**config.mk**
```make
export PLATFORM = sky130hd
export DESIGN_NAME = ex_branch_stage
export DESIGN_NICKNAME = d
export VERILOG_FILES = /design/src/rtl/ex_branch_stage.sv
export SDC_FILE = /design/constraint.sdc
export NUM_CORES = 1
export LEC_CHECK = 0
export BUFFER_PORTS_ARGS = -buffer_cell sky130_fd_sc_hd__buf_2
export CAP_MARGIN = 40
export CORE_ASPECT_RATIO = 0.7
export CORE_MARGIN = 2
export CORE_UTILIZATION = 50
export CTS_BUF_LIST = sky130_fd_sc_hd__clkbuf_8
export DETAILED_ROUTE_END_ITERATION = 12
export HOLD_SLACK_MARGIN = 0.06
export PLACE_DENSITY = 0.77
export SLEW_MARGIN = 30
export SYNTH_ARGS = -nofsm -noshare
export SYNTH_HDL_FRONTEND = slang
export SYNTH_SLANG_ARGS = --single-unit
```
**constraint.sdc**
```tcl
create_clock -name clk -period 9.4 [get_ports clk]
set_input_delay 1.41 -clock clk [delete_from_list [all_inputs] [get_ports clk]]
set_output_delay 1.41 -clock clk [all_outputs]
set_load 0.1 [all_outputs]
```
**src/rtl/ex_branch_stage.sv**
```systemverilog
// Execute-stage back end: resolves branches and jumps from ALU flags, pulses a PC redirect
// and registers results into a 2-entry skid buffer. Optional feature macro: MISALIGN_TRAP_EN.
module ex_branch_stage #(
  parameter int N = 64
) (
  input  logic         clk,
  input  logic         rst,
  input  logic         flush,
  input  logic         in_valid,
  output logic         in_ready,
  input  logic [N-1:0] alu_out,
  input  logic         alu_zero,
  input  logic         alu_negative,
  input  logic         alu_carry,
  input  logic         alu_overflow,
  input  logic [N-1:0] pc,
  input  logic [N-1:0] imm,
  input  logic         op_branch,
  input  logic         op_jal,
  input  logic         op_jalr,
  input  logic [2:0]   funct3,
  input  logic [4:0]   rd,
  input  logic         reg_write,
  output logic         out_valid,
  input  logic         out_ready,
  output logic [N-1:0] out_result,
  output logic [4:0]   out_rd,
  output logic         out_reg_write,
  output logic         redirect_valid,
  output logic [N-1:0] redirect_pc,
  output logic         misalign_trap
);

  // Handshake: a transfer happens on a rising edge where valid and ready are both high.
  // in_ready is registered and equals ~skid_valid; out_valid is the main entry's valid bit.
  typedef struct packed {
    logic [N-1:0] result;
    logic [4:0]   rd;
    logic         reg_write;
  } entry_t;

  entry_t       main_q, main_d, skid_q, skid_d, new_entry;
  logic         main_valid_q, main_valid_d;
  logic         skid_valid_q, skid_valid_d;
  logic         in_ready_q, in_ready_d;
  logic         redir_valid_q, redir_valid_d;
  logic [N-1:0] redir_pc_q, redir_pc_d;
  logic         trap_q, trap_d;

  logic         cond_met, taken, misaligned, accept, drain, is_jump;
  logic [N-1:0] pc_plus_imm, pc_plus_4, target;

  always_comb begin
    cond_met = 1'b0;
    case (funct3)
      3'b000:  cond_met = alu_zero;
      3'b001:  cond_met = ~alu_zero;
      3'b100:  cond_met = alu_negative ^ alu_overflow;
      3'b101:  cond_met = ~(alu_negative ^ alu_overflow);
      3'b110:  cond_met = ~alu_carry;
      3'b111:  cond_met = alu_carry;
      default: cond_met = 1'b0;
    endcase
  end

  assign is_jump     = op_jal | op_jalr;
  assign taken       = is_jump | (op_branch & cond_met);
  assign pc_plus_imm = pc + imm;
  assign pc_plus_4   = pc + N'(4);
  assign target      = op_jalr ? {alu_out[N-1:1], 1'b0} : pc_plus_imm;

`ifdef MISALIGN_TRAP_EN
  assign misaligned = taken & (target[1:0] != 2'b00);
`else
  assign misaligned = 1'b0;
`endif

  assign new_entry.result    = is_jump ? pc_plus_4 : alu_out;
  assign new_entry.rd        = rd;
  assign new_entry.reg_write = reg_write & ~op_branch & (rd != 5'd0) & ~misaligned;

  assign accept = in_valid & in_ready_q;
  assign drain  = main_valid_q & out_ready;

  // Accept only happens with skid empty, so a draining main either refills from the
  // incoming op or from skid, never both.
  always_comb begin
    main_d        = main_q;
    main_valid_d  = main_valid_q;
    skid_d        = skid_q;
    skid_valid_d  = skid_valid_q;
    redir_valid_d = 1'b0;
    redir_pc_d    = redir_pc_q;
    trap_d        = 1'b0;
    if (flush) begin
      main_valid_d = 1'b0;
      skid_valid_d = 1'b0;
    end else begin
      if (drain) begin
        if (skid_valid_q) begin
          main_d       = skid_q;
          skid_valid_d = 1'b0;
        end else begin
          main_valid_d = 1'b0;
        end
      end
      if (accept) begin
        if (!main_valid_q || drain) begin
          main_d       = new_entry;
          main_valid_d = 1'b1;
        end else begin
          skid_d       = new_entry;
          skid_valid_d = 1'b1;
        end
        redir_valid_d = taken & ~misaligned;
        trap_d        = misaligned;
        if (taken) redir_pc_d = target;
      end
    end
    in_ready_d = ~skid_valid_d;
  end

  always_ff @(posedge clk or posedge rst) begin
    if (rst) begin
      main_q        <= '0;
      main_valid_q  <= 1'b0;
      skid_q        <= '0;
      skid_valid_q  <= 1'b0;
      in_ready_q    <= 1'b1;
      redir_valid_q <= 1'b0;
      redir_pc_q    <= '0;
      trap_q        <= 1'b0;
    end else begin
      main_q        <= main_d;
      main_valid_q  <= main_valid_d;
      skid_q        <= skid_d;
      skid_valid_q  <= skid_valid_d;
      in_ready_q    <= in_ready_d;
      redir_valid_q <= redir_valid_d;
      redir_pc_q    <= redir_pc_d;
      trap_q        <= trap_d;
    end
  end

  assign in_ready       = in_ready_q;
  assign out_valid      = main_valid_q;
  assign out_result     = main_q.result;
  assign out_rd         = main_q.rd;
  assign out_reg_write  = main_q.reg_write;
  assign redirect_valid = redir_valid_q;
  assign redirect_pc    = redir_pc_q;
  assign misalign_trap  = trap_q;

endmodule

```
* After elaboration in Yosys (flattened, before gate mapping)
Cells that the tools add are included.
Storage, ports and cells: output and inout bits 138, logic and storage cells 57, bits of input ports 213, flip-flop bits (word level) 208
Cells by class: equality and inequality tests 5, bitwise gates (word level) 15, mux-type cells 18, add/subtract/negate cells 2, reduce and logical (&&, ||, !) cells 6
Operators by type and width (number):
- $mux W70 | 4
- $mux W64 | 2
- $add A64 B3 Y64 const B | 1
- $add A64 B64 Y64 | 1
- $eq A3 B3 Y1 const B | 4
- $mux W1 | 11
- $not A1 Y1 | 7
- $pmux W1 S6 | 1
- $reduce_and A3 Y1 | 2
- $and A1 B1 Y1 | 5
- $reduce_bool A5 Y1 | 1
- $eq A3 B1 Y1 const B | 1
- $logic_not A3 Y1 | 1
- $or A1 B1 Y1 | 2
- $logic_not A1 Y1 | 1
- $logic_or A1 B1 Y1 | 1
- $xor A1 B1 Y1 | 1

* Longest topological paths before layout
depth after elaboration 7, depth in mapped cells 12, depth with buffers taken out 12

* Worst setup path before layout
Ideal clock, no wire load.
path kind in2reg, start point in pc[0], end point reg redir_pc_q[62], in the netlist redirect_pc[62], setup time 71 ps, data required time 9329 ps, path slack 5245 ps, buffers on the path 0, data arrival time 4084 ps, stages 12, cell sequence ha_1 > fa_1 > a21o_1 > a221oi_2 > o211a_1 > o21ai_4 > a2111o_1 > a21oi_2 > or4_4 > a21oi_1 > or3_1 > nand3_1
On the way: longest elaborated chain between the ends 2
Ends and longest elaborated chain:
- from (decl) | RTL line 16 | input logic [N-1:0] pc,
- $add A64 B64 Y64 | RTL line 68 | assign pc_plus_imm = pc + imm;
- $mux W64 | RTL line 70 | assign target = op_jalr ? {alu_out[N-1:1], 1'b0} : pc_plus_imm;
- to (signal assigned) | RTL line 140 | redir_pc_q <= redir_pc_d;
- to (decl) | RTL line 47 | logic [N-1:0] redir_pc_q, redir_pc_d;
Every way passes these cells. A chain may end at the register's enable or synchronous reset.

* Worst setup path in the final report
start point in alu_overflow, end point reg redir_pc_q[63], in the netlist redirect_pc[63]
On the way: longest elaborated chain between the ends 6
Ends and longest elaborated chain:
- from (decl) | RTL line 15 | input logic alu_overflow,
- $xor A1 B1 Y1 (*) | RTL line 58, 59
- $not A1 Y1 | RTL line 59 | 3'b101: cond_met = ~(alu_negative ^ alu_overflow);
- $pmux W1 S6 (*) | RTL line 55 | case (funct3)
- $and A1 B1 Y1 (*) | RTL line 67 | assign taken = is_jump | (op_branch & cond_met);
- $or A1 B1 Y1 (*) | RTL line 67
- $reduce_and A3 Y1 (no source line) (*)
Every way passes the cells marked *; elsewhere a longest branch is shown, timed or not.

==> run metrics <==
CTS tree yes; YS warnings 0; die area ~0.03 mm²; period utilization about half; Fillers 2556; Yosys top cell by area dfrtp_1; Final setup viols 0; final hold vios 0; PD cells around 220 mW/mm²; max-cap viol count 0; largest net degree at the start of global routing between 100 and 150; Synth top area share a little over a third; Setup CP Type primary input to register; CP endpoint kind register; Hold Crit Class register to register; HPWL Detailed roughly 43 mm; Critical Path RT 9.86 ns; CP Launch Type primary input; vias in the first global route roughly 14000; normalized max-slew margin 32.5%; die height 145 µm; Peak VDD IR between 0.15 and 0.2 mV; Seq cells post-synth about 210; setup_tns 0 ns; clock network fraction of design power 21.1%; GR Overflow Total 0; Row Count between 50 and 60; NetSw 1.91 mW; Max Clk Rate approximately 220 MHz; Inserted Clock Buffers 35; clk_lat worst skew about 0.57 ns; DR DRC count 0; CTS resizes 0; Max clock buf depth 3; vias per cell 6.16; fin crit period 4.54 ns; post-layout net count approximately 2400; CP cell instances buf_2 -> xor2_1 -> mux2i_1 -> xor2_1 -> o21ai_0 -> a21oi_1 -> or3_4 -> inv_1 -> buf_4 -> nand2b_1 -> a21oi_1 -> nand2_1 -> o22ai_1; Die X ~210 µm; Syn Nets roughly 2100; crit path max fanout 48; Comb power frac between 40% and 50%; I/O pin cnt around 350; synth-to-layout area growth 18.6%; clk root buf clkbuf_8; Critical Path Max Stage Delay slightly above 0.6 ns; post-route cell area around 0.017 mm²; Avg Inst Size Synth between 7 and 8 µm²; RSZ-0062 raised after global routing no; DR iter-0 viols a little over 2000; Starting Density 51.1%; Synth Instances about 1800; Internal 1.85 mW; sw frac around 51%; routability cong. between 1 and 1.5; CP top delay family simple AND/OR/NAND/NOR gates; layout cells sized above 1 around a fifth; number of iterations in the first detailed-routing pass 6; register area share after synthesis 36.5%; CTS clk-pin slew, worst paths ~0.080 ns; # port buffers 349; async set-or-reset flop fraction in the synthesized netlist 100%; number of distinct library cells after synthesis approximately 70; Main synth FF type dfrtp_1; Post-synth EDFFs 0; Final Max Tran Viols 0; slew of the pin with the lowest slew margin between 1 and 1.5 ns; number of clock sinks roughly 210; skew final 0.0427 ns; setup bufs post-CTS 0; placed cell areas 0.0162 mm²; static leakage about 8 nW; CTS Hold Bufs 0; slowest CP cell inv_1; Avg WL per Cell about 22 µm; ANT nets after route 0; Total GRT Usage between 30% and 40%; buffers plus inverters on the worst setup path 3; Overall Power ~3.8 mW; Post-Syn Area approximately 0.014 mm²; status finished clean; share of power burned in registers approximately a third; routed wire length ~56 mm; core box area approximately 0.028 mm²; vias about 15000; Area contributors post-synth dfrtp_1 (36%), nand2_1 (8.7%), o21ai_0 (7.3%), a21oi_1 (6.9%), ha_1 (5.6%); global-route wire length before repair 82.5 mm; initial antenna violation count 3; CTS H-Tree Depth 2; worst path arrival time approximately 5.0 ns
cell usage in the layout, fill, tap and decap left out, types with 7 or more instances in the layout:
master     synthesis  layout
a21o_1            38      38
a21oi_1          195     194
a2bb2oi_1         29      29
and3_1            19      19
buf_2              9     356
buf_4              7      14
clkbuf_8           0      39
dfrtp_1          207     207
ha_1              64      64
inv_1             23      30
mux2i_1           16      16
nand2_1          331     331
nand3_1           58      57
nand4_1           31      31
nor2_1           141     140
nor3_1            29      28
o21a_1            26      26
o21ai_0          207     206
o21bai_1          10      10
o22ai_1           30      30
o31ai_1            7       7
or3_1             17      15
xnor2_1           40      40
xor2_1            67      67
through the flow:
stage	hold slack (ns)	utilization, %	setup slack, ns	instances
3_5_place_dp	0.454	58.1	4.50	2430
5_1_grt	0.499	60.6	4.73	2493
6_report	0.464	60.6	4.86	2495
4_1_cts	0.470	60.4	5.09	2485
2_1_floorplan	0.445	-	2.31	1808
3_3_place_gp	0.453	57.8	4.12	2425
synthesized netlist by cell type (all sizes together) (5+ instances only):
cell type  count
a2bb2oi       29
and2           5
a21oi        197
dfrtp        207
xor2          67
ha            64
inv           23
a211oi         5
nor2         142
o21bai        10
o31ai          7
a31oi          5
nand3b         6
xnor2         40
or4            5
nand3         61
buf           20
nand4         31
nand2        331
mux2i         16
o22ai         30
o21ai        210
o21a          26
and3          19
nor3          30
a21o          38
or3           20
a21boi         5
o211ai         6
clkbuf        96
sequential cells by signal (all words and copies together) (netlist names), 5 cells and up:
name	flops
skid_q	70
out_result	64
redirect_pc	64
out_rd	5
worst min-delay path, delay by kind of cell, from the launching register on:
family        cells  cell delay [ns]
simple gates      2             0.10
flops             1             0.34
power by group through the flow:
stage	Combinational [mW]	Clock (mW)	Sequential (mW)
final	1.77	0.794	1.20
after detailed placement	1.74	0	1.22
after global routing	1.85	0.845	1.22
after global placement	1.72	0	1.21
after CTS	1.74	0.800	1.20
after floorplan	0.486	0	2.05
cell type report:
class / count / area, µm² / area share [%]
tap: 371 / 464 / 2.75
sequential: 208 / 5210 / 30.8
clock inverter: 16 / 103 / 0.607
timing repair buffer: 373 / 1960 / 11.6
clock buffer: 39 / 537 / 3.18
inverter: 23 / 93.8 / 0.555
multi-input combinational: 1461 / 8520 / 50.4
antenna: 4 / 10.0 / 0.0592
final timing paths:
| path | start | endpoint | slack (ns) | cells past startpoint |
|---|---|---|---|---|
| worst max register to register | in_ready$_DFF_PP1_ | redirect_pc[63]$_DFFE_PP0P_ | 5.96 | 8 |
| min in group asynchronous | rst | out_result[22]$_DFFE_PP0N_ | 0.87 | 2 |
| worst min-delay path | redirect_pc[0]$_DFFE_PP0P_ | redirect_pc[0]$_DFFE_PP0P_ | 0.46 | 2 |
| max in group asynchronous | rst | skid_q[43]$_DFFE_PP0P_ | 7.48 | 3 |
| worst max-delay path | alu_overflow | redirect_pc[63]$_DFFE_PP0P_ | 4.86 | 13 |
| worst min register to register | redirect_pc[0]$_DFFE_PP0P_ | redirect_pc[0]$_DFFE_PP0P_ | 0.46 | 2 |
kinds of logic (layout without fill, tap and decap cells):
logic type | Yosys count | in the layout | share of synthesized area [%]
AO/OA/AOI/OAI | 598 | 598 | 24.8
XOR/XNOR | 107 | 107 | 6.58
adder cells (fa/ha/maj) | 65 | 65 | 5.76
buffers and inverters | 139 | 451 | 3.93
flip-flops | 208 | 208 | 36.5
multiplexers | 17 | 17 | 1.20
other | 1 | 5 | 0.0263
AND/OR/NAND/NOR | 673 | 673 | 21.1
routing by layer:
metal | global-route usage [%] | routed length (µm)
met1 | 57.2 | 24800
met2 | 46.2 | 21500
met3 | 13.0 | 8150
met4 | 8.09 | 1110
met5 | 0 | 0
Note: power is estimated with default switching activity, not from simulation.
